--- src/rtl/pool_ctrl_if.sv ---
// Stream, control and max-tree signals of the 4x4 max-pooling controller.
// The slave modport is the controller's view; the master modport is the
// view of the environment that feeds words, hosts the max-tree and drains
// pooled pixels.
interface pool_ctrl_if #(
    parameter int DW = 8
);
    logic            start;
    logic            busy;
    logic            frame_done;
    logic [4*DW-1:0] in_data;
    logic            in_valid;
    logic            in_ready;
    logic [4*DW-1:0] pool_a;
    logic [4*DW-1:0] pool_b;
    logic [4*DW-1:0] pool_c;
    logic [4*DW-1:0] pool_d;
    logic [DW-1:0]   pool_max;
    logic [DW-1:0]   out_data;
    logic            out_valid;
    logic            out_ready;
    logic            out_last;

    modport slave (
        input  start, in_data, in_valid, pool_max, out_ready,
        output busy, frame_done, in_ready, pool_a, pool_b, pool_c, pool_d,
               out_data, out_valid, out_last
    );

    modport master (
        output start, in_data, in_valid, pool_max, out_ready,
        input  busy, frame_done, in_ready, pool_a, pool_b, pool_c, pool_d,
               out_data, out_valid, out_last
    );
endinterface

--- src/rtl/pool_ctrl.sv ---
// Sequencing controller for a 4x4 max-pooling datapath. Buffers rows 0..2
// of each 4-row band, presents a 4x4 window to an external combinational
// max-tree on every row-3 word, and registers the max into a valid/ready
// output stream with frame start/done control.
module pool_ctrl #(
    parameter int DW    = 8,
    parameter int IMG_W = 16,
    parameter int IMG_H = 16
) (
    input  logic        clk,
    input  logic        reset,
    pool_ctrl_if.slave  bus
);
    localparam int WPR = IMG_W / 4;
    localparam int NB  = IMG_H / 4;
    localparam int CW  = (WPR > 1) ? $clog2(WPR) : 1;
    localparam int BW  = (NB > 1) ? $clog2(NB) : 1;

    typedef enum logic [1:0] {IDLE, FILL, POOL, DRAIN} state_t;

    state_t          r_state;
    state_t          w_next;
    logic [CW-1:0]   r_col;
    logic [1:0]      r_row;
    logic [BW-1:0]   r_band;
    logic [4*DW-1:0] r_rowbuf [3][WPR];
    logic [DW-1:0]   r_out_data;
    logic            r_out_valid;
    logic            r_out_last;
    logic            r_busy;
    logic            r_frame_done;

    logic            w_in_ready;
    logic            w_acc;
    logic            w_col_last;
    logic            w_band_last;
    logic            w_start;
    logic            w_out_hs;

    assign w_acc       = bus.in_valid & w_in_ready;
    assign w_col_last  = (r_col == CW'(WPR - 1));
    assign w_band_last = (r_band == BW'(NB - 1));
    assign w_start     = (r_state == IDLE) & bus.start;
    assign w_out_hs    = r_out_valid & bus.out_ready;

    // State register
    always_ff @(posedge clk or negedge reset) begin
        if (!reset) r_state <= IDLE;
        else        r_state <= w_next;
    end

    // Next-state and input-ready decode
    always_comb begin
        w_next     = r_state;
        w_in_ready = 1'b0;
        unique case (r_state)
            IDLE: begin
                if (bus.start) w_next = FILL;
            end
            FILL: begin
                w_in_ready = 1'b1;
                if (bus.in_valid && w_col_last && r_row == 2'd2) w_next = POOL;
            end
            POOL: begin
                w_in_ready = !r_out_valid || bus.out_ready;
                if (w_acc && w_col_last) w_next = w_band_last ? DRAIN : FILL;
            end
            DRAIN: begin
                if (w_out_hs && r_out_last) w_next = IDLE;
            end
            default: w_next = IDLE;
        endcase
    end

    // Column / row / band counters, advanced only on accepted words
    always_ff @(posedge clk or negedge reset) begin
        if (!reset) begin
            r_col  <= '0;
            r_row  <= '0;
            r_band <= '0;
        end else if (w_start) begin
            r_col  <= '0;
            r_row  <= '0;
            r_band <= '0;
        end else if (w_acc) begin
            if (w_col_last) begin
                r_col <= '0;
                if (r_state == FILL) begin
                    r_row <= r_row + 2'd1;
                end else if (!w_band_last) begin
                    r_band <= r_band + 1'b1;
                    r_row  <= '0;
                end
            end else begin
                r_col <= r_col + 1'b1;
            end
        end
    end

    // Row buffers for rows 0..2 of the current band (contents not reset)
    always_ff @(posedge clk) begin
        if (w_acc && r_state == FILL) r_rowbuf[r_row][r_col] <= bus.in_data;
    end

    // Output register: load on a row-3 word, hold while stalled, drop on handshake
    always_ff @(posedge clk or negedge reset) begin
        if (!reset) begin
            r_out_data  <= '0;
            r_out_valid <= 1'b0;
            r_out_last  <= 1'b0;
        end else if (w_acc && r_state == POOL) begin
            r_out_data  <= bus.pool_max;
            r_out_valid <= 1'b1;
            r_out_last  <= w_col_last && w_band_last;
        end else if (w_out_hs) begin
            r_out_valid <= 1'b0;
            r_out_last  <= 1'b0;
        end
    end

    // Busy flag and one-cycle frame-done pulse
    always_ff @(posedge clk or negedge reset) begin
        if (!reset) begin
            r_busy       <= 1'b0;
            r_frame_done <= 1'b0;
        end else begin
            r_frame_done <= 1'b0;
            if (w_start) begin
                r_busy <= 1'b1;
            end else if (r_state == DRAIN && w_out_hs && r_out_last) begin
                r_busy       <= 1'b0;
                r_frame_done <= 1'b1;
            end
        end
    end

    assign bus.in_ready   = w_in_ready;
    assign bus.pool_a     = r_rowbuf[0][r_col];
    assign bus.pool_b     = r_rowbuf[1][r_col];
    assign bus.pool_c     = r_rowbuf[2][r_col];
    assign bus.pool_d     = bus.in_data;
    assign bus.out_data   = r_out_data;
    assign bus.out_valid  = r_out_valid;
    assign bus.out_last   = r_out_last;
    assign bus.busy       = r_busy;
    assign bus.frame_done = r_frame_done;
endmodule

--- src/flat_wrapper.sv ---
// flat-port wrapper written by rule: the top's interface ports become plain ports
module pool_ctrl_flat 
#(
    parameter int DW    = 8,
    parameter int IMG_W = 16,
    parameter int IMG_H = 16
)
  (clk, reset, bus_start, bus_in_data, bus_in_valid, bus_pool_max, bus_out_ready, bus_busy, bus_frame_done, bus_in_ready, bus_pool_a, bus_pool_b, bus_pool_c, bus_pool_d, bus_out_data, bus_out_valid, bus_out_last);
  pool_ctrl_if #(.DW(DW)) bus_i ();
  input  logic clk;
  input  logic reset;
  input wire logic [$bits(bus_i.start)-1:0] bus_start;
  input wire logic [$bits(bus_i.in_data)-1:0] bus_in_data;
  input wire logic [$bits(bus_i.in_valid)-1:0] bus_in_valid;
  input wire logic [$bits(bus_i.pool_max)-1:0] bus_pool_max;
  input wire logic [$bits(bus_i.out_ready)-1:0] bus_out_ready;
  output wire logic [$bits(bus_i.busy)-1:0] bus_busy;
  output wire logic [$bits(bus_i.frame_done)-1:0] bus_frame_done;
  output wire logic [$bits(bus_i.in_ready)-1:0] bus_in_ready;
  output wire logic [$bits(bus_i.pool_a)-1:0] bus_pool_a;
  output wire logic [$bits(bus_i.pool_b)-1:0] bus_pool_b;
  output wire logic [$bits(bus_i.pool_c)-1:0] bus_pool_c;
  output wire logic [$bits(bus_i.pool_d)-1:0] bus_pool_d;
  output wire logic [$bits(bus_i.out_data)-1:0] bus_out_data;
  output wire logic [$bits(bus_i.out_valid)-1:0] bus_out_valid;
  output wire logic [$bits(bus_i.out_last)-1:0] bus_out_last;
  assign bus_i.start = bus_start;
  assign bus_i.in_data = bus_in_data;
  assign bus_i.in_valid = bus_in_valid;
  assign bus_i.pool_max = bus_pool_max;
  assign bus_i.out_ready = bus_out_ready;
  assign bus_busy = bus_i.busy;
  assign bus_frame_done = bus_i.frame_done;
  assign bus_in_ready = bus_i.in_ready;
  assign bus_pool_a = bus_i.pool_a;
  assign bus_pool_b = bus_i.pool_b;
  assign bus_pool_c = bus_i.pool_c;
  assign bus_pool_d = bus_i.pool_d;
  assign bus_out_data = bus_i.out_data;
  assign bus_out_valid = bus_i.out_valid;
  assign bus_out_last = bus_i.out_last;
  pool_ctrl #(.DW(DW), .IMG_W(IMG_W), .IMG_H(IMG_H)) u_core (.clk(clk), .reset(reset), .bus(bus_i));
endmodule
--- config.mk ---
export PLATFORM = sky130hd
export DESIGN_NAME = pool_ctrl_flat
export DESIGN_NICKNAME = d
export VERILOG_FILES = /design/src/rtl/pool_ctrl_if.sv /design/src/rtl/pool_ctrl.sv /design/src/flat_wrapper.sv
export SDC_FILE = /design/constraint.sdc
export NUM_CORES = 1
export LEC_CHECK = 0
export ABC_CLOCK_PERIOD_IN_PS = 4050
export CORE_UTILIZATION = 60
export CTS_BUF_LIST = sky130_fd_sc_hd__clkbuf_4
export DETAILED_ROUTE_END_ITERATION = 8
export DONT_BUFFER_PORTS = 1
export PLACE_DENSITY = 0.86
export SYNTH_ARGS = -nofsm -noshare
export SYNTH_HDL_FRONTEND = slang
export SYNTH_SLANG_ARGS = --single-unit
--- constraint.sdc ---
create_clock -name clk -period 4.05 [get_ports clk]
set_input_delay 1.0125 -clock clk [delete_from_list [all_inputs] [get_ports clk]]
set_output_delay 1.0125 -clock clk [all_outputs]
set_load 0.01 [all_outputs]
==> impl_metrics.csv, run 1 <==
group,metric,value,unit
timing,drv_slew,0,
min_path,hold_depth,0,
timing,setup_viol,0,
power,power_density,472,nW/um2
synth,synth_xor_area_frac,0,
global_routing,grt_max_degree,45,
place,finalWeightedCongestion,0.857,
timing,worst_pin_slew,1.08,ns
timing,relSlewSlack,0.278,
route,first_pass_iters,5,
synth,synth_top_family_by_area,"multiplexers",
route,wire_per_inst,28.3,um
synth,synth_seq_cells,404,
finish,area_growth,10.4,%
synth,synthSimpleGateAreaFrac,0.0157,
finish,fillers,1482,
critical_path,cp_cell_sequence,"buf_4 -> mux4_2",
timing,fin_hold_ws,0.379,ns
critical_path,start_kind,"register",
synth,synth_compound_area_frac,0.00854,
timing,rsz0062_at_grt,"false",
floorplan,core,24600,um2
critical_path,crit_path_end_kind,"primary output",
global_routing,grt_pass1_wl,47500,um
synth,async_reset_ff_frac,0.0495,
synth,netlist_area,15200,um2
route,routed_via_density,6.24,
clocking,htreeDepth,3,
place,io_buffers,0,
critical_path,worstPathRequired,3.04,ns
clocking,clock_latency,0.72,ns
route,num_vias,7011,
timing,timing.final.crit_share,0.881,
timing,period_minus_slack,3.57,ns
run_status,status,"finished clean",
critical_path,critPathTopFamily,"flip-flops",
synth,syn-instance-count,658,
floorplan,die-width,161,um
global_routing,grt-ovfl-total,0,
clocking,clkSinkCount,404,
synth,yosysSeqAreaShare,0.789,
critical_path,crit_path_top_delay_cell,"dfrtp_4",
finish,multi_input_area,2870,um2
synth,ys.flop_type,"edfxtp_1",
clocking,postCtsSetupBuffers,0,
floorplan,fp.dieH,161,um
synth,synth_nets,717,
route,wl,31800,um
finish,drive_above_1_share,0.370,
route,drtIter0Drc,789,
critical_path,arrival,2.55,ns
job,cap_violations,0,
finish,utilization,0.684,
critical_path,path_buf_inv,1,
critical_path,r2r_cells,4,
timing,fin_setup_tns,0,ns
critical_path,crit_cells,2,
synth,synth-edff-count,384,
clocking,clk_pin_slew,0.08,ns
power,p_total,7.95,mW
synth,yosysWarnings,0,
clocking,numCtsBuffers,97,
synth,syn_area_per_cell,23.2,um2
floorplan,top_level_ports,186,
power,p_leak,5.36,nW
route,detail-route-antenna-nets,0,
synth,synth_fa_ha_area_frac,0.0115,
floorplan,start_util,0.619,
place,post-dp-hpwl,18300,um
timing,hold_viol,0,
critical_path,cp_max_fo,44,
floorplan,num_rows,57,
clocking,cts_root_buffer,"clkbuf_4",
floorplan,die_area,26000,um2
synth,muxShareOfSynthArea,0.148,
route,drcViolationCount,0,
synth,synth_cell_types,29,
finish,regArea,12000,um2
clocking,cts_tree,"built",
power,peakVddDrop,0.286,mV
timing,fmax,0.280,GHz
clocking,cts_buffer_depth,3,
min_path,hold_class,"in2reg",
timing,skew,0.0561,ns
global_routing,grt_pass1_vias,7703,
critical_path,crit_path_max_incr_delay,0.84,ns
global_routing,track_usage,0.255,
global_routing,grt_antenna_before_repair,1,
finish,nets,778,
critical_path,path_class,"reg2out",
## cells by family (layout without fill, tap and decap cells)
logic type	after synthesis	in the layout
other cells	0	1
simple gates	51	51
buf+inv	67	208
mux	104	104
fa+ha+maj	14	14
compound gates	18	18
flops	404	404
## metal layers
| metal | up-vias | track usage | wire, um |
|---|---|---|---|
| li1 | 2881 | - | - |
| met1 | 3655 | 0.324 | 12000 |
| met2 | 426 | 0.413 | 16100 |
| met3 | 49 | 0.0932 | 3170 |
| met4 | 0 | 0.0845 | 533 |
| met5 | - | 0 | 0 |
## power by group
part           internal (mW)  switching (mW)
sequential              4.57               0
combinational        0.00119         0.00511
clock                   1.80            1.57
## layout by cell type, fill, tap and decap left out, types with 2 or more instances in the layout
cell       count
nand2_1       17
bufinv_16      2
clkinv_2       3
mux4_2        96
inv_1         10
edfxtp_1     384
buf_12         3
nand4_1        2
dfrtp_4        2
dfrtp_1       18
and3_2         3
and2_1         3
buf_4         15
nor2_4         9
o221ai_1       3
clkinv_1      21
inv_2          2
clkinv_4       2
a21oi_1        4
ha_1          14
nand3_1        5
o311ai_0       2
clkbuf_4     148
mux2_2         8
nor2_1         5
o21ai_0        6
nor2b_1        2
## cell type report
| class | count | share of cell area |
|---|---|---|
| clock inverter | 31 | 0.0111 |
| multi-input combinational | 187 | 0.170 |
| tap | 324 | 0.0241 |
| timing repair buffer | 19 | 0.0109 |
| sequential | 404 | 0.715 |
| inverter | 10 | 0.00223 |
| clock buffer | 148 | 0.0660 |
| antenna | 1 | 0.000149 |
## flip-flops by register name, indices dropped and copies added (netlist names)
name and flops:
u_core.r_row 2, u_core.r_state 2, u_core.r_col 2, u_core.r_band 2, u_core.bus.busy 1, u_core.bus.frame_done 1
u_core.bus.out_data 8, u_core.bus.out_valid 1, u_core.r_rowbuf 384, u_core.bus.out_last 1
## cell usage after synthesis, drive strengths merged, types with 2 or more instances
cell type    n  area share
buf         49       0.023
inv         10      0.0025
o221ai       3      0.0017
dfrtp       20       0.033
mux2         8      0.0059
and2         3      0.0012
nor2        14      0.0034
o21ai        6      0.0020
and3         3      0.0012
o311ai       2      0.0011
nor2b        2     0.00082
clkbuf       8      0.0020
a21oi        4      0.0013
edfxtp     384        0.76
nand4        2     0.00082
mux4        96        0.14
nand2       17      0.0042
nand3        5      0.0016
ha          14       0.011
## worst register-to-register path, stage by stage (launching register included)
cell and delay, ns:
dfrtp_4 0.84, ha_1 0.38, and2_1 0.21, and3_2 0.60
buf_4 0.41
## what timing repair did
action                                 CTS  global route
endpoints found under the hold margin   20             0
hold buffers                             1             0
gates resized for setup                  0             0
## per-stage QoR
stage                     cells  setup WS, ns  area, um2
after floorplan             658         0.987      15200
after global placement      943          1.24      15500
after detailed placement    943          1.19      15500
after CTS                  1123         0.421      16800
after global routing       1124         0.317      16800
final                      1124         0.484      16800
## path summary, 6_finish.rpt
| kind | start | endpoint | slack [ns] |
|---|---|---|---|
| setup reg to reg | u_core.r_col[1]$_DFFE_PN0P_ | u_core.r_rowbuf[2][22]$_DFFE_PP_ | 1.28 |
| setup / recovery | u_core.r_col[1]$_DFFE_PN0P_ | bus_pool_a[27] | 0.48 |
| hold reg to reg | u_core.r_row[0]$_DFFE_PN0P_ | u_core.r_row[0]$_DFFE_PN0P_ | 0.54 |
| hold / removal | bus_in_data[3] | u_core.r_rowbuf[0][99]$_DFFE_PP_ | 0.38 |
| min in group asynchronous | reset | u_core.bus.out_data[7]$_DFFE_PN0P_ | 0.88 |
| max in group asynchronous | reset | u_core.r_col[1]$_DFFE_PN0P_ | 2.53 |
Note: power is estimated with default switching activity, not from simulation.
==> run 2, diff against run 1 <==
--- a/config.mk
+++ b/config.mk
@@ -6,6 +6,7 @@
 export NUM_CORES = 1
 export LEC_CHECK = 0
 export ABC_CLOCK_PERIOD_IN_PS = 4050
+export CORE_MARGIN = 8
 export CORE_UTILIZATION = 60
 export CTS_BUF_LIST = sky130_fd_sc_hd__clkbuf_4
 export DETAILED_ROUTE_END_ITERATION = 8
==> run 2 against run 1 <==
Net effect:
- hold slack improved by 0.056 ns
- core utilization fell by 1.6 points
- non-clock buffer count fell by 3
- setup slack improved by 0.11 ns
- critical path depth did not move
- die area rose by 18%
- sequential cell count did not move
- sequential power barely moved
- critical path type unchanged
==> impl_metrics.csv, run 2 (synthesized netlist as in run 1, its figures left out) <==
group,metric,value,unit
finish,utilization,0.668,
run_status,status,"finished clean",
power,peakVddDrop,0.246,mV
timing,fmax,0.289,GHz
timing,relSlewSlack,0.307,
power,p_leak,5.28,nW
finish,mostFrequentLayoutCell,"edfxtp_1",
route,drtIter0Drc,619,
clocking,cts_tree,"built",
power,power_density,460,nW/um2
min_path,hold_class,"in2reg",
global_routing,grt_antenna_before_repair,1,
timing,fin_hold_ws,0.435,ns
finish,stdcell_area,16700,um2
clocking,clk_pin_slew,0.07,ns
min_path,holdPathEnd,"u_core.r_rowbuf[2][92]$_DFFE_PP_",
floorplan,num_rows,58,
floorplan,die_area,30800,um2
global_routing,grt_pass1_vias,7262,
route,drcViolationCount,0,
critical_path,rr_startpoint,"u_core.r_state[1]$_DFFE_PN0P_",
finish,nets,772,
finish,regMostFlops,"u_core.r_rowbuf",
timing,skew,0.0367,ns
finish,final_cell_count_no_fill,1115,
min_path,hold_path.startpoint,"bus_in_data[28]",
route,wl,29800,um
global_routing,track_usage,0.196,
timing,worst_slack,0.592,ns
critical_path,crit_path_end_kind,"primary output",
clocking,cts_root_buffer,"clkbuf_4",
timing,hold_viol,0,
route,routed_via_density,6.12,
critical_path,r2r_cells,5,
power,p_total,7.69,mW
finish,area_growth,9.69,%
critical_path,path_class,"reg2out",
place,placed_area,15500,um2
place,place_worst_setup_slack,1.20,ns
critical_path,cp_max_fo,32,
place,finalWeightedCongestion,0.804,
timing,worst_pin_slew,1.04,ns
global_routing,grt_max_degree,43,
place,post-dp-hpwl,18200,um
timing,rsz0062_at_grt,"false",
finish,mostFrequentLayoutCells,"384 x edfxtp_1, 141 x clkbuf_4, 96 x mux4_2, 19 x clkinv_1, 18 x dfrtp_1",
clocking,htreeDepth,3,
floorplan,start_util,0.609,
clocking,clkSinkCount,404,
timing,drv_slew,0,
critical_path,critPathLaunch,"u_core.r_col[0]$_DFFE_PN0P_",
critical_path,start_kind,"register",
critical_path,worstPathRequired,3.04,ns
floorplan,core,25000,um2
floorplan,fp.dieH,175,um
route,detail-route-antenna-nets,0,
floorplan,die-width,175,um
place,placed_cells,945,
route,num_vias,6829,
timing,period_minus_slack,3.46,ns
critical_path,r2r_end,"u_core.r_rowbuf[0][117]$_DFFE_PP_",
global_routing,grt_pass1_wl,44600,um
finish,drive_above_1_share,0.360,
global_routing,grt-ovfl-total,0,
critical_path,ff2ff_setup_slack,1.27,ns
critical_path,arrival,2.45,ns
timing,timing.final.crit_share,0.854,
route,first_pass_iters,5,
finish,largest_reg_flops,384,
timing,setup_viol,0,
clocking,cts_buffer_depth,3,
timing,fin_setup_tns,0,ns
route,wire_per_inst,26.7,um
job,cap_violations,0,
place,io_buffers,0,
clocking,postCtsSetupBuffers,0,
clocking,numCtsBuffers,94,
min_path,hold_depth,0,
floorplan,top_level_ports,186,
clocking,clock_latency,0.67,ns
run 2: cell type report:
cell class / count / area [um2]
fill: 1528 / 8320
inverter: 10 / 37.5
clock inverter: 26 / 139
multi-input combinational: 187 / 2870
antenna: 1 / 2.50
sequential: 404 / 12000
timing repair buffer: 16 / 163
clock buffer: 141 / 1060
tap: 330 / 413
run 2: power breakdown:
group	switching, mW	internal [mW]	leakage [nW]
clock network	1.46	1.66	0.709
logic	0.00515	0.00186	0.871
registers	0	4.57	3.70
run 2: repair_timing:
item | CTS | global route
endpoints found under the hold margin | 15 | 5
hold buffers | 1 | 1
gates resized for setup | 0 | 0
run 2: critical path, cell delays in order, from the launching register on:
cell and delay (ns):
dfrtp_4 0.81, buf_12 0.33, mux4_2 0.63
run 2: routing by layer:
layer,wire [um],track usage,vias to the layer above
met4,374,0.0593,0
li1,-,-,2877
met1,11400,0.246,3545
met2,14800,0.315,368
met5,0,0,-
met3,3170,0.0728,39
run 2: worst max-delay path by stage:
| stage | end | slack (ns) | cells after the start |
|---|---|---|---|
| 5_1_grt | bus_pool_a[0] | 0.39 | 2 |
| 4_1_cts | bus_pool_a[0] | 0.47 | 2 |
| 3_3_place_gp | bus_pool_b[17] | 1.24 | 2 |
| 6_report | bus_pool_a[0] | 0.59 | 2 |
| 3_5_place_dp | bus_pool_a[0] | 1.20 | 2 |
| 2_1_floorplan | u_core.r_rowbuf[0][32]$_DFFE_PP_ | 0.99 | 3 |
